File: config.mk
export PLATFORM = sky130hd
export DESIGN_NAME = mem_access_unit
export DESIGN_NICKNAME = d
export VERILOG_FILES = /design/src/rtl/mem_access_unit.sv
export SDC_FILE = /design/constraint.sdc
export NUM_CORES = 1
export LEC_CHECK = 0
export ABC_AREA = 1
export CAP_MARGIN = 20
export CORE_MARGIN = 8
export CORE_UTILIZATION = 63
export CTS_BUF_LIST = sky130_fd_sc_hd__clkbuf_16
export CTS_CLUSTER_DIAMETER = 150
export DETAILED_ROUTE_END_ITERATION = 12
export DONT_BUFFER_PORTS = 1
export GPL_ROUTABILITY_DRIVEN = 0
export PLACE_DENSITY = 0.79
export SYNTH_ARGS = -nofsm -noshare
export SYNTH_HDL_FRONTEND = slang
export SYNTH_SLANG_ARGS = --single-unit
File: constraint.sdc
create_clock -name clk -period 3.7 [get_ports clk]
set_input_delay 0.555 -clock clk [delete_from_list [all_inputs] [get_ports clk]]
set_output_delay 0.555 -clock clk [all_outputs]
set_load 0.005 [all_outputs]
File: src/rtl/mem_access_unit.sv
// MEM-stage load/store engine: drives the data-memory req/ack bus, steers store
// byte lanes, returns extended load data and stalls the pipeline while busy.
module mem_access_unit #(
   parameter int ADDR_W = 32,
   parameter int DATA_W = 32
) (
   input  logic              clk,
   input  logic              rst,
   input  logic              req_valid,
   input  logic              is_load,
   input  logic              is_store,
   input  logic [2:0]        mem_op,
   input  logic [ADDR_W-1:0] addr,
   input  logic [DATA_W-1:0] store_data,
   output logic              stall,
   output logic              resp_valid,
   output logic [DATA_W-1:0] load_data,
   output logic              ale,
   output logic              dm_req,
   output logic              dm_we,
   output logic [ADDR_W-1:0] dm_addr,
   output logic [3:0]        dm_wstrb,
   output logic [DATA_W-1:0] dm_wdata,
   input  logic              dm_ack,
   input  logic [DATA_W-1:0] dm_rdata
);

   typedef enum logic [1:0] {IDLE, REQ, DONE} state_t;
   typedef enum logic [1:0] {SZ_B, SZ_H, SZ_W} size_t;

   state_t            state;
   size_t             size;
   logic [1:0]        off_q;
   logic [2:0]        op_q;
   logic              accept;
   logic              misaligned;
   logic [3:0]        wstrb_n;
   logic [DATA_W-1:0] wdata_n;
   logic [7:0]        byte_sel;
   logic [15:0]       half_sel;
   logic [DATA_W-1:0] ext_data;

   assign accept = (state == IDLE) && req_valid && (is_load || is_store);

   // Stall must rise in the accept cycle itself, so it cannot wait for a register.
   assign stall = !rst && ((state == REQ) || accept);

   always_comb begin
      // NOTE: every combinational output gets a default first so no latch is inferred.
      size    = SZ_W;
      wstrb_n = 4'b1111;
      wdata_n = store_data;
      case (mem_op)
         3'b000, 3'b100: begin
            size    = SZ_B;
            wstrb_n = 4'b0001 << addr[1:0];
            wdata_n = {4{store_data[7:0]}};
         end
         3'b001, 3'b101: begin
            size    = SZ_H;
            wstrb_n = addr[1] ? 4'b1100 : 4'b0011;
            wdata_n = {2{store_data[15:0]}};
         end
         default: ;
      endcase
      misaligned = ((size == SZ_H) && addr[0]) ||
                   ((size == SZ_W) && (addr[1:0] != 2'b00));
   end

   always_comb begin
      byte_sel = dm_rdata[8*off_q +: 8];
      half_sel = dm_rdata[16*off_q[1] +: 16];
      ext_data = dm_rdata;
      case (op_q)
         3'b000:  ext_data = {{24{byte_sel[7]}}, byte_sel};
         3'b100:  ext_data = {24'b0, byte_sel};
         3'b001:  ext_data = {{16{half_sel[15]}}, half_sel};
         3'b101:  ext_data = {16'b0, half_sel};
         default: ext_data = dm_rdata;
      endcase
   end

   // NOTE: sequential state uses non-blocking assignments so every register
   // samples pre-edge values regardless of statement order.
   always_ff @(posedge clk or posedge rst) begin
      if (rst) begin
         state      <= IDLE;
         off_q      <= 2'b00;
         op_q       <= 3'b000;
         resp_valid <= 1'b0;
         ale        <= 1'b0;
         load_data  <= '0;
         dm_req     <= 1'b0;
         dm_we      <= 1'b0;
         dm_addr    <= '0;
         dm_wstrb   <= 4'b0000;
         dm_wdata   <= '0;
      end else begin
         resp_valid <= 1'b0;
         case (state)
            IDLE: begin
               if (accept) begin
                  off_q <= addr[1:0];
                  op_q  <= mem_op;
                  if (misaligned) begin
                     state      <= DONE;
                     resp_valid <= 1'b1;
                     ale        <= 1'b1;
                     load_data  <= '0;
                  end else begin
                     state    <= REQ;
                     dm_req   <= 1'b1;
                     dm_we    <= !is_load;
                     dm_addr  <= {addr[ADDR_W-1:2], 2'b00};
                     dm_wstrb <= is_load ? 4'b0000 : wstrb_n;
                     dm_wdata <= is_load ? '0 : wdata_n;
                  end
               end
            end
            REQ: begin
               if (dm_ack) begin
                  state      <= DONE;
                  dm_req     <= 1'b0;
                  resp_valid <= 1'b1;
                  ale        <= 1'b0;
                  if (!dm_we) load_data <= ext_data;
               end
            end
            DONE:    state <= IDLE;
            default: state <= IDLE;
         endcase
      end
   end

endmodule

Word-level counts from Yosys, hierarchy flattened
Cells that the tools add are included.
W data, S select, Z words.
Word-level totals
  register bits: 109
  output and inout bits: 105
  input port bits: 105
  logic and storage cells: 79
Operators by class
  bitwise logic cells: 1
  muxes and demuxes: 27
  equality and inequality tests: 14
  reductions and logical operators: 23
  shift operators: 3
Operator list (number)
  $mux W32: 5
  $pmux W32 S2: 2
  $pmux W32 S4: 1
  $shiftx A32 B6 Y16: 1
  $shiftx A32 B6 Y8: 1
  $eq A3 B3 Y1 const B: 4
  $ne A2 B2 Y1 const B: 5
  $mux W1: 8
  $mux W4: 2
  $pmux W2 S2: 2
  $pmux W4 S2: 1
  $reduce_and A4 Y1: 2
  $eq A3 B1 Y1 const B: 2
  $logic_not A3 Y1: 2
  $mux W2: 3
  $pmux W1 S2: 3
  $logic_and A1 B1 Y1: 5
  $reduce_and A5 Y1: 1
  $eq A2 B1 Y1 const B: 2
  $reduce_and A2 Y1: 2
  $reduce_bool A2 Y1: 2
  $reduce_or A2 Y1: 2
  $shl A1 B2 Y4 const A: 1
  $logic_or A1 B1 Y1: 3
  5 further kinds: 6

Longest topological paths before layout
Gate-level depths: netlist of the first run.
  word-level depth: 9
  gate-level depth with buffers: 11
  depth with buffers taken out: 9

Least setup slack after synthesis of the first run
Ideal clock, no wire load.
  path kind: in2out
  start: in is_load
  end: out stall
  arrival: 1.151 ns
  required time: 3.145 ns
  slack: 1.994 ns
  buffers on the path: 1
  stages on the path: 5
  path through: inv_2 > nand2_1 > nand3_2 > clkbuf_1 > a21oi_1
Between the ends
  cells in the longest elaborated chain, start to end: 4
Ends and longest elaborated chain
  start, declared: line 10  | input logic is_load,
  $logic_or A1 B1 Y1: line 43  | assign accept = (state == IDLE) && req_valid && (is_load || is_store);
  $logic_and A1 B1 Y1: line 43
  $logic_or A1 B1 Y1: line 46  | assign stall = !rst && ((state == REQ) || accept);
  $logic_and A1 B1 Y1: line 46
  end, declared: line 15  | output logic stall,
No other way between the ends.

Worst setup path in the final report of the first run
  start: reg state[0]
  end: reg dm_wdata[30]
Between the ends
  cells in the longest elaborated chain, start to end: 4
Ends and longest elaborated chain
  start, declared: line 31  | state_t state;
  start signal, assigned: line 87  | state <= IDLE;
  start signal, assigned: line 106  | state <= DONE;
  start signal, assigned: line 111  | state <= REQ;
  $logic_not A2 Y1 (*): line 43, 100
  $logic_and A1 B1 Y1 (2 in a row): line 43
  $reduce_and A3 Y1 (no line) (*)
  end signal, assigned: line 116  | dm_wdata <= is_load ? '0 : wdata_n;
  end, declared: line 23  | output logic [DATA_W-1:0] dm_wdata,
Mark *: on every way between the ends. The rest lies on a longest branch, timed or not.
A chain may end at the register's enable or synchronous reset.

==> results of run 1 <==
==> registers in the layout, summed over array words and instances, names as in the netlist <==
register,flops
dm_addr,30
dm_req,1
dm_wstrb,4
dm_wdata,32
off_q,2
dm_we,1
load_data,32
resp_valid,1
op_q,3
ale,1
state,2
==> metal layers <==
| layer | wire length [um] | part of all wire | vias to the layer above | GRT usage |
|---|---|---|---|---|
| li1 | - | - | 2107 | - |
| met1 | 5100 | 0.37 | 2028 | 0.271 |
| met2 | 6730 | 0.48 | 215 | 0.383 |
| met3 | 1810 | 0.13 | 31 | 0.110 |
| met4 | 324 | 0.023 | 0 | 0.0844 |
| met5 | 0 | 0 | - | 0 |
==> final cells by class <==
cell class / count / area (um2) / share of cell area
clock buffers: 9 / 225 / 0.0408
well taps: 105 / 131 / 0.0238
flip-flops and latches: 109 / 2730 / 0.494
multi-input cells: 501 / 2130 / 0.386
inverters: 37 / 141 / 0.0256
repair buffers: 5 / 110 / 0.0199
clock inverters: 7 / 56.3 / 0.0102
==> per-stage QoR <==
step,std cells,power [uW],hold WS (ps),cell area (um2)
final,773,3750,113,5530
after global placement,753,2790,496,5140
after detailed placement,753,2840,497,5140
after global routing,773,4020,146,5530
after floorplan,683,2590,464,5190
after CTS,769,3760,313,5420
==> power breakdown <==
part	switching (uW)	internal, uW	total [uW]	leakage [uW]
sequential	382	1570	1950	0.00142
combinational	584	305	889	0.00135
clock	447	468	915	0.000142
total	1410	2340	3750	0.00292
==> final timing paths <==
| kind | cells past startpoint | endpoint | startpoint |
|---|---|---|---|
| max in group asynchronous | 3 | dm_addr[18] | rst |
| worst max register to register | 7 | dm_wdata[30] | state[0] |
| worst min-delay path | 1 | dm_wdata[18] | rst |
| worst min register to register | 2 | dm_addr[14] | dm_addr[14] |
| worst max-delay path | 7 | dm_wdata[30] | state[0] |
| min in group clk | 2 | dm_addr[24] | addr[24] |
==> worst register-to-register path, stage by stage (launching register included) <==
cell and delay [ps]:
dfrtp_1 400, nor2_2 160, nand3_2 250, nor2_4 610
inv_2 420, buf_12 310, nand2_1 80, o21ai_0 80
==> cell usage after synthesis <==
cell      number  area, um2
a21oi_1       15       75.1
a31oi_1        1       6.26
buf_2         19       95.1
buf_4          3       22.5
buf_6          2       22.5
clkbuf_1      12       45.0
conb_1         1       3.75
dfrtp_1      109       2730
inv_1         29        109
inv_2          8       30.0
mux2i_1        2       20.0
nand2_1      302       1130
nand2_2        1       6.26
nand2_4        2       22.5
nand3_1       16       80.1
nand3_2        2       20.0
nor2_1        52        195
nor2_2         1       6.26
nor2_4         1       11.3
o211ai_1       3       22.5
o21ai_0       61        305
o21ai_1       32        160
o221ai_1       5       43.8
or2_1          1       6.26
or2_2          2       12.5
==> cells by family after synthesis <==
family | count (synthesis)
AND/OR/NAND/NOR | 380
other | 1
flip-flops | 109
buffers and inverters | 73
AO/OA/AOI/OAI | 117
multiplexers | 2
==> impl_metrics.ini, run 1 <==
[run_status]
status = finished, final reports clean

[grt]
grt_antenna_before_repair = 0
grt_util_all_layers = 0.237
grt_max_degree = 88
grt_pass1_vias = 4262
grt_pass1_wl_mm = 21.5
overflow = 0

[floorplanning]
fp.dieH_um = 107
io_pins = 210
die_x_um = 107
core_area_um2 = 8090
initial_core_util = 0.640
rows = 33
die_area_um2 = 11400

[critical_path]
crit_family = simple AND/OR/NAND/NOR gates
reg2reg_setup_slack_ps = 1270
crit_path_end_kind = flip-flop
crit_required_ps = 3920
path_buf_inv = 2
slowest_delay_ps = 610
critical_path_arrival_ps = 2650
worstPathCellList = nor2_2, nand3_2, nor2_4, inv_2, buf_12, nand2_1, o21ai_0
criticalPathCategory = flip-flop to flip-flop
cp_max_fo = 42
critPathLaunchType = flip-flop
critPathSlowestCell = nor2_4

[timing]
fin_crit_sh = 0.658
hold_violations = 0
period_needed_ps = 2430
rsz0062_at_grt = no
slew_violations = 0
fin_skew_ps = 9.81
fmax_mhz = 411
fin_ws_ps = 1270
fin_setup_tns_ps = 0
setup_viol = 0
tightest_slew_ps = 844
slew_headroom = 0.437

[clock_network]
cts_tree = built
htree_levels = 3
post_cts_resized = 0
post_cts_buffers = 0
clock_latency_ps = 340
cts-root-buf = clkbuf_16
clkSinkCount = 109
ctsHoldBuffers = 0
clockBufferDepth = 2
numCtsBuffers = 9
path_clk_slew_ps = 70

[yosys]
synth_mux_area_frac = 0.00386
synth-adder-area-share = 0
yosys.area_share.simple = 0.288
yosysUniqueCellTypes = 25
syn_inst = 682
synth_seq_cells = 109
synth_compound_area_frac = 0.118
ys_warn_count = 0
avgSynthCellArea_um2 = 7.60
synth-xor-area-share = 0
synth_top_family_by_area = simple AND/OR/NAND/NOR gates
ys_seq_area_frac = 0.526
netlist_area_um2 = 5180

[layout]
area_delta_synth_final_pct = 6.64
final_core_util = 0.683
num_antenna_cells = 0
n_fill_cell = 690
final_cell_mix = nand2_1 (302), dfrtp_1 (109), o21ai_0 (61)
final_common_cell = nand2_1
drive_above_1_share = 0.0584
final_nets = 768

[drt]
routed_wl_mm = 14.0
vias_per_cell = 5.67
ant_nets = 0
dr_total_vias = 4381
wl_per_cell_um = 18.1
drc_errors = 0
drt_iter0_markers = 212
drt_pass1_iterations = 5

[pwr]
p_leak_uw = 0.00292
p_per_area_nw_per_um2 = 679
vdd_drop_max_mv = 0.446

[job]
drv_cap = 0

[placed_design]
dp_hpwl_mm = 10.4
io_buffers = 0
pre_cts_slack_ps = 768

[min_path]
hp-class = input pin to asynchronous set/reset pin
No activity file was read; power rests on OpenSTA's default activity.
==> inputs of run 2 (changes only) <==
- CORE_UTILIZATION: 63 -> 57
- PLACE_DENSITY: 0.79 -> 0.75
- clock period: 3.7 -> 2 ns (I/O delays scaled with it)
==> run 2 against run 1 <==
- the flow now finishes with violations (hold timing)
- sequential share of layout area decreased by 0.13 points
- total power increased by 86%
- combinational power increased by 90%
- clock-buffer cell count unchanged
- via count increased by 0.87%
- design area increased by 0.27%
- highest routed layer unchanged
- sequential power increased by 83%
- clock skew about the same
- final cell count increased by 1.2%
- hold slack got worse by 130 ps
==> impl_metrics.ini, run 2 (synthesized netlist as in run 1, its figures left out) <==
[run_status]
status = finished, violations left
violations = hold timing

[critical_path]
criticalPathCategory = flip-flop to output port
path_buf_inv = 1
critPathLaunchType = flip-flop
crit_path_end_kind = output port
r2r_end = load_data[23]
r2r_cells = 8
worstPathCellList = nor2_2, nand3_2, buf_4, a21oi_1
slowest_delay_ps = 400
critical_path_arrival_ps = 1560
critPathSlowestCell = dfrtp_1
cp_max_fo = 12
crit_required_ps = 1700
crit_family = flip-flops
r2r_start = state[0]
cp_num_cells = 4
reg2reg_setup_slack_ps = 340

[drt]
drt_iter0_markers = 370
routed_wl_mm = 14.1
drc_errors = 0
routed-wl-met3_mm = 1.76
wl_per_cell_um = 18.1
ant_nets = 0
dr_total_vias = 4419
drt_pass1_iterations = 4
top_layer = met4
route.met2.wl_mm = 6.67
wirelength_met1_mm = 5.40
vias_per_cell = 5.65

[timing]
period_needed_ps = 1860
hold_ws_ps = -18.1
rsz0062_at_grt = no
slew_headroom = 0.616
hold_violations = 21
fin_skew_ps = 9.53
fin_setup_tns_ps = 0
fmax_mhz = 538
tightest_slew_ps = 575
setup_viol = 0
fin_crit_sh = 0.929
slew_violations = 0

[floorplanning]
fp.dieH_um = 111
die_area_um2 = 12400
core_area_um2 = 8760
die_x_um = 111
rows = 34
io_pins = 210
initial_core_util = 0.591

[layout]
drive_above_1_share = 0.0668
final_nets = 774
final_core_util = 0.632
area_delta_synth_final_pct = 6.93
num_antenna_cells = 0
final_cells = 782
top_regs = dm_wdata: 32 flops, load_data: 32 flops, dm_addr: 30 flops
n_fill_cell = 793
final_common_cell = nand2_1
final_cell_mix = nand2_1 (302), dfrtp_1 (109), o21ai_0 (61)

[grt]
grt_util_all_layers = 0.220
grt_max_degree = 110
grt_antenna_before_repair = 0
overflow = 0
grt_pass1_wl_mm = 22.4
grt_pass1_vias = 4258

[clock_network]
clockBufferDepth = 2
cts_tree = built
post_cts_resized = 0
clkSinkCount = 109
clock_latency_ps = 340
path_clk_slew_ps = 70
cts-root-buf = clkbuf_16
numCtsBuffers = 9
ctsHoldBuffers = 0
post_cts_buffers = 0
htree_levels = 3

[job]
drv_cap = 0

[pwr]
p_leak_uw = 0.00292
vdd_drop_max_mv = 0.633
p_per_area_nw_per_um2 = 1260
power.total_uw = 6980

[placed_design]
dpl.cell_count = 766
io_buffers = 0
dp_hpwl_mm = 10.6

[min_path]
hp-class = input pin to asynchronous set/reset pin
[run 2: metal layers]
layer | vias up | GRT usage
li1 | 2122 | -
met2 | 216 | 0.345
met1 | 2052 | 0.262
met3 | 29 | 0.0945
met5 | - | 0
met4 | 0 | 0.0862
[run 2: stage by stage]
stage / setup slack, ps / hold slack [ps] / instance area (um2)
6_report: 142 / -18.1 / 5540
5_1_grt: 46.0 / 23.0 / 5540
4_1_cts: 122 / 21.2 / 5540
3_5_place_dp: 326 / 389 / 5260
3_3_place_gp: 373 / 386 / 5260
2_1_floorplan: 385 / 410 / 5190
[run 2: how the worst max path moves through the flow]
stage | end | slack [ps] | from
floorplan | ale | 380 | rst
global placement | load_data[15] | 370 | state[0]
detailed placement | load_data[2] | 330 | state[0]
CTS | stall | 120 | state[0]
global route | stall | 50 | state[0]
finish | stall | 140 | state[0]
[run 2: power breakdown]
part	internal, uW	switching (uW)	leakage [uW]	total [uW]
registers	2900	671	0.00142	3570
logic	581	1110	0.00136	1690
clock network	865	855	0.000142	1720
total	4350	2640	0.00292	6980
[run 2: layout make-up]
type	instances	area (um2)	share of cell area
multi-input cells	501	2130	0.385
clock buffers	9	225	0.0406
repair buffers	11	120	0.0217
clock inverters	7	56.3	0.0102
well taps	108	135	0.0244
flip-flops and latches	109	2730	0.492
inverters	37	143	0.0257
==> inputs of run 3 (changes only) <==
- CORE_ASPECT_RATIO: unset -> 0.7
- CORE_UTILIZATION: 57 -> 39
- DONT_BUFFER_PORTS: 1 -> unset
- PLACE_DENSITY: 0.75 -> 0.76
==> run 3 against run 2 <==
- the flow now finishes without violations
- core utilization decreased by 3.0 points
- clock power increased by 3%
- flip-flop and latch count did not move
- non-clock buffer count up 221
- design area grew 42%
- critical path depth unchanged
- final cell count is 36% higher
- critical endpoint unchanged
- highest routed layer unchanged
==> impl_metrics.ini, run 3 (synthesized netlist as in run 1, its figures left out) <==
[layout]
drive_above_1_share = 0.0682
seq_area_um2 = 2730
area_delta_synth_final_pct = 51.6
num_antenna_cells = 0
final_nets = 995
n_fill_cell = 1190
top_regs = dm_wdata: 32 flops, load_data: 32 flops, dm_addr: 30 flops
finalInstanceArea_um2 = 7860
final_common_cell = nand2_1
multi_input_area_um2 = 2150
final_cell_mix = nand2_1 (302), clkdlybuf4s50_1 (206), dfrtp_1 (108)

[drt]
ant_nets = 0
vias_per_cell = 4.76
drt_pass1_iterations = 5
routed_wl_mm = 16.8
drc_errors = 0
drt_iter0_markers = 356
dr_total_vias = 5054
wl_per_cell_um = 15.8

[clock_network]
numCtsBuffers = 9
clock_latency_ps = 350
path_clk_slew_ps = 70
cts_tree = built
clockBufferDepth = 2
cts-root-buf = clkbuf_16
htree_levels = 3
clkSinkCount = 109

[grt]
grt_use_met2 = 0.293
grt.busiest_layer = met2
grt_util_all_layers = 0.194
grt_util_met1 = 0.261
grt_antenna_before_repair = 0
grt_use_met3 = 0.0603
overflow = 0
grt_pass1_vias = 5062
grt_max_degree = 110
grt_pass1_wl_mm = 27.0

[timing]
fin_skew_ps = 13.4
fmax_mhz = 573
rsz0062_at_grt = no
period_needed_ps = 1750
setup_viol = 0
tightest_slew_ps = 610
fin_crit_sh = 0.873
hold_violations = 0
slew_violations = 0
slew_headroom = 0.589

[critical_path]
cp_max_fo = 3
crit_required_ps = 1700
criticalPathCategory = flip-flop to output port
reg2reg_setup_slack_ps = 280
critical_path_arrival_ps = 1450
worstPathCellList = nor2_4, nand3_4, a21oi_1, dlygate4sd2_1
path_buf_inv = 1
slowest_delay_ps = 410
critPathLaunchType = flip-flop
crit_family = flip-flops
critPathSlowestCell = dfrtp_1
crit_path_end_kind = output port

[run_status]
status = finished, final reports clean

[pwr]
p_per_area_nw_per_um2 = 1110
share_comb_of_total_power = 0.410
power.total_uw = 8680
p_switching_uw = 2980
intPower_uw = 5710
p_seq_frac = 0.385
sw_frac_of_total = 0.343
vdd_drop_max_mv = 0.544
p_clk_frac = 0.205
p_leak_uw = 0.00379

[floorplanning]
die_x_um = 154
io_pins = 210
initial_core_util = 0.397
fp.dieH_um = 112
die_area_um2 = 17300
core_area_um2 = 13100
rows = 35

[placed_design]
place_area_um2 = 7490
io_buffers = 207
dp_hpwl_mm = 12.9

[min_path]
hp-class = input pin to asynchronous set/reset pin

[job]
drv_cap = 0
run 3: cell count changes in the layout (fill, tap and decap cells not counted), sizes merged:
cell | before | now
clkdlybuf4s50 | 0 | 206
buf | 11 | 25
clkinvlp | 1 | 2
dlygate4sd2 | 0 | 1
inv | 39 | 38
run 3: worst register-to-register path: cells and delay by family, from the launching register on:
family / cells / cell delay, ps
buffers and inverters: 3 / 520
DFF: 1 / 410
and+or+nand+nor: 7 / 720
run 3: final timing paths:
check,from,endpoint,cells past startpoint
min,rst,load_data[19],3
min in group clk,dm_addr[4],dm_addr[4],2
min reg2reg,dm_addr[4],dm_addr[4],2
max in group asynchronous,rst,op_q[1],3
max reg2reg,state[1],load_data[28],10
max,state[1],stall,4
run 3: layout make-up:
type	instances	area share
Sequential cell	109	0.347
Timing Repair Buffer	232	0.295
Multi-Input combinational cell	501	0.273
Clock buffer	9	0.0287
Tap cell	166	0.0264
Inverter	37	0.0186
Clock inverter	7	0.0100
run 3: power by group through the flow:
| stage | clock network [uW] | logic [uW] | registers (uW) |
|---|---|---|---|
| 6_report | 1780 | 3560 | 3350 |
| 4_1_cts | 1830 | 3540 | 3340 |
| 3_5_place_dp | 0 | 3510 | 3360 |
| 3_3_place_gp | 0 | 3480 | 3350 |
| 2_1_floorplan | 0 | 1430 | 3360 |
| 5_1_grt | 1920 | 3940 | 3440 |
run 3: metal layers:
layer | vias to the layer above | routed length (um)
met3 | 22 | 1290
met5 | - | 0
met4 | 0 | 376
met2 | 183 | 7180
li1 | 2565 | -
met1 | 2284 | 7920
run 3: what timing repair did:
| action | 4_1_cts | 5_1_grt |
|---|---|---|
| hold buffers | 0 | 0 |
| buffers inserted | 1 | 5 |
| setup endpoints to repair | 1 | 18 |
| pin swaps | 1 | 0 |
| gates resized for setup | 3 | 2 |
run 3: metrics by stage:
step           setup slack, ps  hold WS, ps  setup TNS, ps  utilization  instances
6_report                   255          461              0        0.602       1061
5_1_grt                   51.1          472              0        0.602       1061
3_5_place_dp             -30.6          457          -30.6        0.574       1039
4_1_cts                   29.1          468              0        0.599       1056
3_3_place_gp              23.5          453              0        0.574       1039
2_1_floorplan              385          410              0            -        683
